File: src/rtl/barrel_shift_left_pipe_if.sv
// Operand/result handshake bundle for the pipelined left barrel shifter.
// master: the producer/consumer side (drives operands, accepts results).
// slave:  the shifter itself.
interface barrel_shift_left_pipe_if #(
  parameter int DATA_W = 64,
  parameter int SAMT_W = 5
);
  logic                     in_valid;
  logic                     in_ready;
  logic signed [DATA_W-1:0] d_in;
  logic        [SAMT_W-1:0] samt;
  logic                     out_valid;
  logic                     out_ready;
  logic signed [DATA_W-1:0] d_out;
  logic                     ovf;

  modport master (
    output in_valid, d_in, samt, out_ready,
    input  in_ready, out_valid, d_out, ovf
  );

  modport slave (
    input  in_valid, d_in, samt, out_ready,
    output in_ready, out_valid, d_out, ovf
  );
endinterface

File: src/rtl/barrel_shift_left_pipe.sv
// Two-stage pipelined barrel left shifter with signed-overflow detection.
// Stage 1 applies the coarse shift bits (samt[SAMT_W-1:3], multiples of 8),
// stage 2 the fine bits (samt[2:0]). Each stage contributes an overflow term;
// the reported ovf is their OR.
// Optional feature macro: SHL_SAT_EN -- when defined, an overflowing result
// saturates to the most positive / most negative value according to the
// operand sign. Undefined (default): the wrapped shift result is returned.
module barrel_shift_left_pipe #(
  parameter int DATA_W = 64,
  parameter int SAMT_W = 5
) (
  input  logic                      clk,
  input  logic                      rst_n,
  barrel_shift_left_pipe_if.slave   bus
);

  // Coarse shift: applies samt bits 3 and up as a chain of 2^b shifts.
  function automatic logic [DATA_W-1:0] shift_hi(input logic [DATA_W-1:0] x,
                                                 input logic [SAMT_W-1:0] s);
    logic [DATA_W-1:0] r;
    r = x;
    for (int b = 3; b < SAMT_W; b++) begin
      if (s[b]) r = r << (1 << b);
    end
    return r;
  endfunction

  // Fine shift: applies samt bits 2..0.
  function automatic logic [DATA_W-1:0] shift_lo(input logic [DATA_W-1:0] x,
                                                 input logic [2:0] s);
    logic [DATA_W-1:0] r;
    r = x;
    for (int b = 0; b < 3; b++) begin
      if (s[b]) r = r << (1 << b);
    end
    return r;
  endfunction

  // A left shift by k overflows iff any of the top k+1 bits of the value
  // differ from the original sign; k=0 only inspects the sign bit itself.
  function automatic logic top_bits_differ(input logic [DATA_W-1:0] x,
                                           input logic sgn,
                                           input int k);
    logic r;
    r = 1'b0;
    for (int i = 0; i < DATA_W; i++) begin
      if ((i >= DATA_W - 1 - k) && (x[i] != sgn)) r = 1'b1;
    end
    return r;
  endfunction

`ifdef SHL_SAT_EN
  // Clamp to the representable extreme on the side of the operand sign.
  function automatic logic [DATA_W-1:0] saturate(input logic sgn);
    return sgn ? {1'b1, {(DATA_W-1){1'b0}}} : {1'b0, {(DATA_W-1){1'b1}}};
  endfunction
`endif

  logic                     vld_p1;
  logic signed [DATA_W-1:0] d_p1;
  logic        [2:0]        samt_lo_p1;
  logic                     sign_p1;
  logic                     ovf_p1;

  logic                     vld_p2;
  logic signed [DATA_W-1:0] d_p2;
  logic                     ovf_p2;

  logic                     adv2;
  logic                     acc1;

  logic        [DATA_W-1:0] shl_p0;
  logic                     ovf_p0;
  logic        [DATA_W-1:0] shl_p1;
  logic                     ovf_p1_tot;
  logic        [DATA_W-1:0] res_p1;

  // Handshake: stage 2 advances when stage 1 holds data and the output
  // slot is free or being drained; stage 1 accepts when empty or advancing.
  assign adv2          = vld_p1 & (~vld_p2 | bus.out_ready);
  assign bus.in_ready  = rst_n & (~vld_p1 | adv2);
  assign acc1          = bus.in_valid & bus.in_ready;

  assign bus.out_valid = vld_p2;
  assign bus.d_out     = d_p2;
  assign bus.ovf       = ovf_p2;

  // Coarse shift and its overflow term, straight from the operand.
  always_comb begin
    shl_p0 = shift_hi(bus.d_in, bus.samt);
    ovf_p0 = top_bits_differ(bus.d_in, bus.d_in[DATA_W-1],
                             8 * int'(bus.samt[SAMT_W-1:3]));
  end

  // ---- stage 1 register boundary ----
  always_ff @(posedge clk or negedge rst_n) begin
    if (!rst_n) begin
      vld_p1     <= 1'b0;
      d_p1       <= '0;
      samt_lo_p1 <= '0;
      sign_p1    <= 1'b0;
      ovf_p1     <= 1'b0;
    end else if (acc1) begin
      vld_p1     <= 1'b1;
      d_p1       <= shl_p0;
      samt_lo_p1 <= bus.samt[2:0];
      sign_p1    <= bus.d_in[DATA_W-1];
      ovf_p1     <= ovf_p0;
    end else if (adv2) begin
      vld_p1     <= 1'b0;
    end
  end

  // Fine shift; overflow is judged against the original operand sign so a
  // sign flip already caught in stage 1 stays flagged.
  always_comb begin
    shl_p1     = shift_lo(d_p1, samt_lo_p1);
    ovf_p1_tot = ovf_p1 | top_bits_differ(d_p1, sign_p1, int'(samt_lo_p1));
`ifdef SHL_SAT_EN
    res_p1     = ovf_p1_tot ? saturate(sign_p1) : shl_p1;
`else
    res_p1     = shl_p1;
`endif
  end

  // ---- stage 2 (output) register boundary ----
  always_ff @(posedge clk or negedge rst_n) begin
    if (!rst_n) begin
      vld_p2 <= 1'b0;
      d_p2   <= '0;
      ovf_p2 <= 1'b0;
    end else if (adv2) begin
      vld_p2 <= 1'b1;
      d_p2   <= res_p1;
      ovf_p2 <= ovf_p1_tot;
    end else if (bus.out_ready) begin
      vld_p2 <= 1'b0;
    end
  end

endmodule
File: src/flat_wrapper.sv
// flat-port wrapper written by rule: the top's interface ports become plain ports
module barrel_shift_left_pipe_flat 
#(
  parameter int DATA_W = 64,
  parameter int SAMT_W = 5
)
  (clk, rst_n, bus_in_valid, bus_d_in, bus_samt, bus_out_ready, bus_in_ready, bus_out_valid, bus_d_out, bus_ovf);
  barrel_shift_left_pipe_if #(.DATA_W(DATA_W), .SAMT_W(SAMT_W)) bus_i ();
  input  logic clk;
  input  logic rst_n;
  input wire logic [$bits(bus_i.in_valid)-1:0] bus_in_valid;
  input wire logic [$bits(bus_i.d_in)-1:0] bus_d_in;
  input wire logic [$bits(bus_i.samt)-1:0] bus_samt;
  input wire logic [$bits(bus_i.out_ready)-1:0] bus_out_ready;
  output wire logic [$bits(bus_i.in_ready)-1:0] bus_in_ready;
  output wire logic [$bits(bus_i.out_valid)-1:0] bus_out_valid;
  output wire logic [$bits(bus_i.d_out)-1:0] bus_d_out;
  output wire logic [$bits(bus_i.ovf)-1:0] bus_ovf;
  assign bus_i.in_valid = bus_in_valid;
  assign bus_i.d_in = bus_d_in;
  assign bus_i.samt = bus_samt;
  assign bus_i.out_ready = bus_out_ready;
  assign bus_in_ready = bus_i.in_ready;
  assign bus_out_valid = bus_i.out_valid;
  assign bus_d_out = bus_i.d_out;
  assign bus_ovf = bus_i.ovf;
  barrel_shift_left_pipe #(.DATA_W(DATA_W), .SAMT_W(SAMT_W)) u_core (.clk(clk), .rst_n(rst_n), .bus(bus_i));
endmodule
File: config.mk
export PLATFORM = sky130hd
export DESIGN_NAME = barrel_shift_left_pipe_flat
export DESIGN_NICKNAME = d
export VERILOG_FILES = /design/src/rtl/barrel_shift_left_pipe_if.sv /design/src/rtl/barrel_shift_left_pipe.sv /design/src/flat_wrapper.sv
export SDC_FILE = /design/constraint.sdc
export NUM_CORES = 1
export LEC_CHECK = 0
export ABC_AREA = 1
export BUFFER_PORTS_ARGS = -buffer_cell sky130_fd_sc_hd__buf_2
export CORE_MARGIN = 2
export CORE_UTILIZATION = 40
export DETAILED_ROUTE_END_ITERATION = 10
export GPL_ROUTABILITY_DRIVEN = 0
export PLACE_DENSITY_LB_ADDON = 0.08
export REMOVE_ABC_BUFFERS = 1
export SLEW_MARGIN = 20
export SYNTH_ARGS = -nofsm -noshare
export SYNTH_HDL_FRONTEND = slang
export SYNTH_SLANG_ARGS = --single-unit
File: constraint.sdc
create_clock -name clk -period 1.49 [get_ports clk]
set_input_delay 0.149 -clock clk [delete_from_list [all_inputs] [get_ports clk]]
set_output_delay 0.149 -clock clk [all_outputs]
set_load 0.03 [all_outputs]
==> results.rst <==
.. list-table::
   :header-rows: 1

   * - Metric
     - Value
   * - Cell area after placement
     - 0.009388 mm2
   * - Seq/Total Area, Yosys
     - 0.4132
   * - Die width
     - 147.5 um
   * - Core Box Area
     - 0.02023 mm2
   * - Power Total
     - 15.40 mW
   * - Number of buffers on the longest clock path
     - 2
   * - Shortest period the worst path allows
     - 1508 ps
   * - Die height
     - 147.5 um
   * - Kind of start point of the critical path
     - register
   * - Area enclosed by the die boundary
     - 0.02175 mm2
   * - Io pins
     - 140
   * - Most numerous cell on the critical path
     - sky130_fd_sc_hd__buf_12
   * - Layout cell share with drive strength beyond 1
     - 0.2453
   * - Critical path endpoint category
     - register
   * - Setup slack after layout
     - -17.93 ps
   * - Number of global-route vias before repair
     - 7835
   * - Number of nets in the finished design
     - 1382
   * - Max_slew headroom
     - 0.4164
   * - Total via count after detailed routing
     - 8441
   * - Endpoint of the worst-slack reg-to-reg timing path
     - u_core.bus.d_out[51]
   * - Crit path DAT
     - 1810 ps
   * - Post-placement worst setup slack
     - -0.9697 ps
   * - Overall fraction of global-route tracks in use
     - 0.2448
   * - Highest Clock Rate
     - 663.2 MHz
   * - Fraction of post-synthesis cell area in the top cell type by area
     - 0.4132
   * - Non-filler instance count after layout
     - 1591
   * - IO buf count
     - 139
   * - Most area-consuming cells after synthesis
     - sky130_fd_sc_hd__dfrtp_1 41%, sky130_fd_sc_hd__nand2_1 20%, sky130_fd_sc_hd__o21ai_0 6.7%
   * - Antenna violations before repair
     - 0
   * - Setup repair after global routing missed its margin
     - yes
   * - Number of buffers created by CTS
     - 17
   * - Synth Register Bits
     - 136
   * - Delay of the slowest cell on the worst path
     - 510 ps
   * - Number of placed instances with taps included
     - 1539
   * - Cell breakdown of the critical path
     - buf_12 -> buf_12 -> buf_8 -> nand2_2 -> o21ai_4 -> mux2i_1 -> o211ai_1
   * - Number of max-cap violations
     - 0
   * - Total congestion overflow
     - 0
   * - DRT Pass-1 Iters
     - 5
   * - Detailed-route vias per instance
     - 5.305
   * - Crit Path Max Fanout
     - 7
   * - Antenna fix cells
     - 0
   * - Final Instance Area
     - 0.01071 mm2
   * - Worst min-delay path startpoint
     - bus_out_ready
   * - Clock transition at the registers of the reported paths
     - 60 ps
   * - Buffer type at the clock tree root
     - sky130_fd_sc_hd__clkbuf_16
   * - Crit path max-delay family
     - flip-flops
   * - Final Max Slew Viols
     - 0
   * - Post-route DRC
     - 0
   * - Placement row count
     - 52
   * - Flop-to-flop setup slack
     - -20 ps
   * - Failing checks
     - negative setup slack
   * - Number of library cell types mapped by synthesis
     - 31
   * - Data required time of the worst path
     - 1790 ps
   * - Power Density
     - 1437 mW/mm2
   * - Combined area of all synthesized cells
     - 0.008237 mm2
   * - Category of the most critical setup path
     - register to register
   * - Actual slew at the worst max-slew pin
     - 875.4 ps
   * - Post-route clock skew
     - 8.959 ps
   * - Worst path slowest cell
     - sky130_fd_sc_hd__dfrtp_4
   * - Maximum level of the CTS H-tree
     - 4
   * - Number of endpoints with negative hold slack in the final report
     - 0
   * - Number of design-rule violations left by the first detailed-router iteration
     - 680
   * - Worst path buffer plus inverter count
     - 3
   * - End of the worst hold path
     - u_core.vld_p1
   * - Startpoint of the most critical register-to-register path
     - u_core.samt_lo_p1[0]
   * - Per-instance average area after synthesis
     - 7.082 um2
   * - Final hold slack
     - 20.44 ps
   * - Latest clock arrival within the worst-skew pair
     - 420 ps
   * - Worst hold path depth
     - 4
   * - Wirelength, routed
     - 28430 um
   * - Largest area contributor in the netlist
     - sky130_fd_sc_hd__dfrtp_1
   * - Number of nets still failing antenna checks after routing
     - 0
   * - Effective utilization at floorplan
     - 0.4071
   * - Total of fill cells in the finished design
     - 2024
   * - Clock tree from TritonCTS
     - done
   * - First-pass GRT wire length
     - 41600 um
   * - LEAKAGE
     - 5.098 nW
   * - Per-cell routed wire length
     - 17.87 um
   * - Gate Count Post-Synth
     - 1163
   * - Worst min path class
     - primary input to register
   * - IR Drop Worst-Case VDD
     - 810.8 uV
   * - Outcome
     - finished, violations left
   * - Number of clock sinks
     - 136
   * - Setup Viol. Count Final
     - 3
   * - Placed wire-length estimate after detailed placement
     - 19160 um
   * - Area growth from synthesis to layout
     - 30.06%
   * - Fraction of the cycle the final worst path needs
     - 1.012
   * - Yosys warns
     - 0
   * - Largest net degree at the start of global routing
     - 137
   * - Reg2Reg Depth
     - 7
cells in the mapped netlist:
cell type	count
sky130_fd_sc_hd__nand2_1	440
sky130_fd_sc_hd__a21oi_1	7
sky130_fd_sc_hd__nand3b_1	2
sky130_fd_sc_hd__a22o_1	1
sky130_fd_sc_hd__o21ai_1	57
sky130_fd_sc_hd__nor2_1	50
sky130_fd_sc_hd__nor3_1	3
sky130_fd_sc_hd__buf_1	4
sky130_fd_sc_hd__nand4_1	6
sky130_fd_sc_hd__a22oi_1	1
sky130_fd_sc_hd__nand2_2	3
sky130_fd_sc_hd__mux2i_1	22
sky130_fd_sc_hd__or2_2	1
sky130_fd_sc_hd__nor2_4	1
sky130_fd_sc_hd__clkbuf_1	29
sky130_fd_sc_hd__clkbuf_2	1
sky130_fd_sc_hd__nand3_1	83
sky130_fd_sc_hd__a31oi_1	11
sky130_fd_sc_hd__o211ai_1	57
sky130_fd_sc_hd__xnor2_1	1
sky130_fd_sc_hd__inv_2	8
sky130_fd_sc_hd__o21ai_0	111
sky130_fd_sc_hd__o221ai_1	2
sky130_fd_sc_hd__o21a_1	4
sky130_fd_sc_hd__inv_1	64
sky130_fd_sc_hd__a31oi_2	1
sky130_fd_sc_hd__dfrtp_1	136
sky130_fd_sc_hd__buf_2	27
sky130_fd_sc_hd__o31ai_1	10
sky130_fd_sc_hd__buf_4	10
sky130_fd_sc_hd__buf_6	10
registers in the layout (all words and copies together), names as in the netlist:
| signal | flops |
|---|---|
| u_core.bus.d_out | 64 |
| u_core.bus.out_valid | 1 |
| u_core.bus.ovf | 1 |
| u_core.d_p1 | 64 |
| u_core.ovf_p1 | 1 |
| u_core.samt_lo_p1 | 3 |
| u_core.sign_p1 | 1 |
| u_core.vld_p1 | 1 |
routing by layer:
layer  wire [um]  track usage  up-vias
met5           0            0        -
met1       13600       0.3526     3988
met2       12760       0.3783      259
li1            -            -     4152
met3        1367      0.03395       42
met4         706      0.08750        0
power breakdown:
| part | internal, mW | total (mW) | switching (mW) |
|---|---|---|---|
| combinational | 2.16 | 6.27 | 4.11 |
| sequential | 4.63 | 5.19 | 0.558 |
| clock | 2.32 | 3.94 | 1.62 |
per-stage QoR:
step           setup TNS [ps]  utilization
6_report               -36.67       0.5294
3_3_place_gp                0       0.4640
4_1_cts                     0       0.4940
2_1_floorplan         -127740            -
5_1_grt                 -1130       0.5294
3_5_place_dp          -0.9697       0.4640
repair_timing:
action | 4_1_cts | 5_1_grt
hold endpoints to repair | 139 | 0
hold buffers | 4 | 0
gates resized for setup | 3 | 140
pin swaps | 0 | 33
buffers inserted | 2 | 4
setup endpoints to repair | 3 | 71
gates cloned | 0 | 11
worst register-to-register path, stage by stage (launching register included):
cell                       delay (ps)
sky130_fd_sc_hd__dfrtp_4          510
sky130_fd_sc_hd__buf_12           160
sky130_fd_sc_hd__buf_12           140
sky130_fd_sc_hd__buf_8            140
sky130_fd_sc_hd__nand2_2           70
sky130_fd_sc_hd__o21ai_4           60
sky130_fd_sc_hd__mux2i_1          190
sky130_fd_sc_hd__o211ai_1         110
layout by cell type (no fill, tap or decap), types with 2 or more instances in the layout:
master / n
sky130_fd_sc_hd__nor2_2: 4
sky130_fd_sc_hd__clkinv_2: 4
sky130_fd_sc_hd__nand2_4: 2
sky130_fd_sc_hd__buf_12: 20
sky130_fd_sc_hd__buf_4: 27
sky130_fd_sc_hd__a31oi_1: 4
sky130_fd_sc_hd__o21ai_2: 36
sky130_fd_sc_hd__clkbuf_1: 5
sky130_fd_sc_hd__nand3b_1: 2
sky130_fd_sc_hd__nand2_2: 16
sky130_fd_sc_hd__dfrtp_1: 134
sky130_fd_sc_hd__nor2_1: 46
sky130_fd_sc_hd__o21ai_1: 37
sky130_fd_sc_hd__nand3_1: 82
sky130_fd_sc_hd__inv_1: 63
sky130_fd_sc_hd__inv_2: 5
sky130_fd_sc_hd__clkbuf_16: 24
sky130_fd_sc_hd__buf_6: 9
sky130_fd_sc_hd__mux2i_2: 3
sky130_fd_sc_hd__a31oi_2: 7
sky130_fd_sc_hd__o21ai_4: 10
sky130_fd_sc_hd__buf_2: 138
sky130_fd_sc_hd__clkinvlp_4: 2
sky130_fd_sc_hd__o31ai_1: 10
sky130_fd_sc_hd__clkinv_4: 3
sky130_fd_sc_hd__o21ai_0: 85
sky130_fd_sc_hd__a21oi_1: 6
sky130_fd_sc_hd__nor3_1: 3
sky130_fd_sc_hd__o21a_1: 4
sky130_fd_sc_hd__buf_8: 3
sky130_fd_sc_hd__nand2_1: 425
sky130_fd_sc_hd__dlygate4sd3_1: 4
sky130_fd_sc_hd__nand4_1: 6
sky130_fd_sc_hd__o221ai_1: 2
sky130_fd_sc_hd__o211ai_1: 57
sky130_fd_sc_hd__mux2i_1: 19
kinds of logic after synthesis:
family          count (synthesis)  synth area share
flops                         136            0.4132
mux                            22           0.02674
xor+xnor                        1          0.001064
compound gates                262            0.1850
buf+inv                       153           0.08765
simple gates                  589            0.2863
final cells by class:
type	count	area, um2	area share
multi-input combinational	874	4489	0.4191
sequential	136	3408	0.3181
timing repair buffer	208	1655	0.1545
clock buffer	23	457.9	0.04275
tap	270	337.8	0.03153
inverter	72	289.0	0.02698
clock inverter	8	75.07	0.007008
how the worst max path moves through the flow:
stage / from / slack [ps] / end / depth (start not counted)
6_report: u_core.samt_lo_p1[0] / -20 / u_core.bus.d_out[51] / 7
5_1_grt: u_core.samt_lo_p1[0] / -70 / u_core.bus.d_out[25] / 8
4_1_cts: u_core.samt_lo_p1[0] / 1 / u_core.bus.d_out[28] / 6
3_5_place_dp: u_core.bus.out_valid / -1 / u_core.bus.d_out[7] / 6
3_3_place_gp: u_core.samt_lo_p1[0] / 20 / u_core.bus.d_out[28] / 6
2_1_floorplan: u_core.samt_lo_p1[0] / -1630 / u_core.bus.d_out[62] / 7
Note: power is estimated with default switching activity, not from simulation.
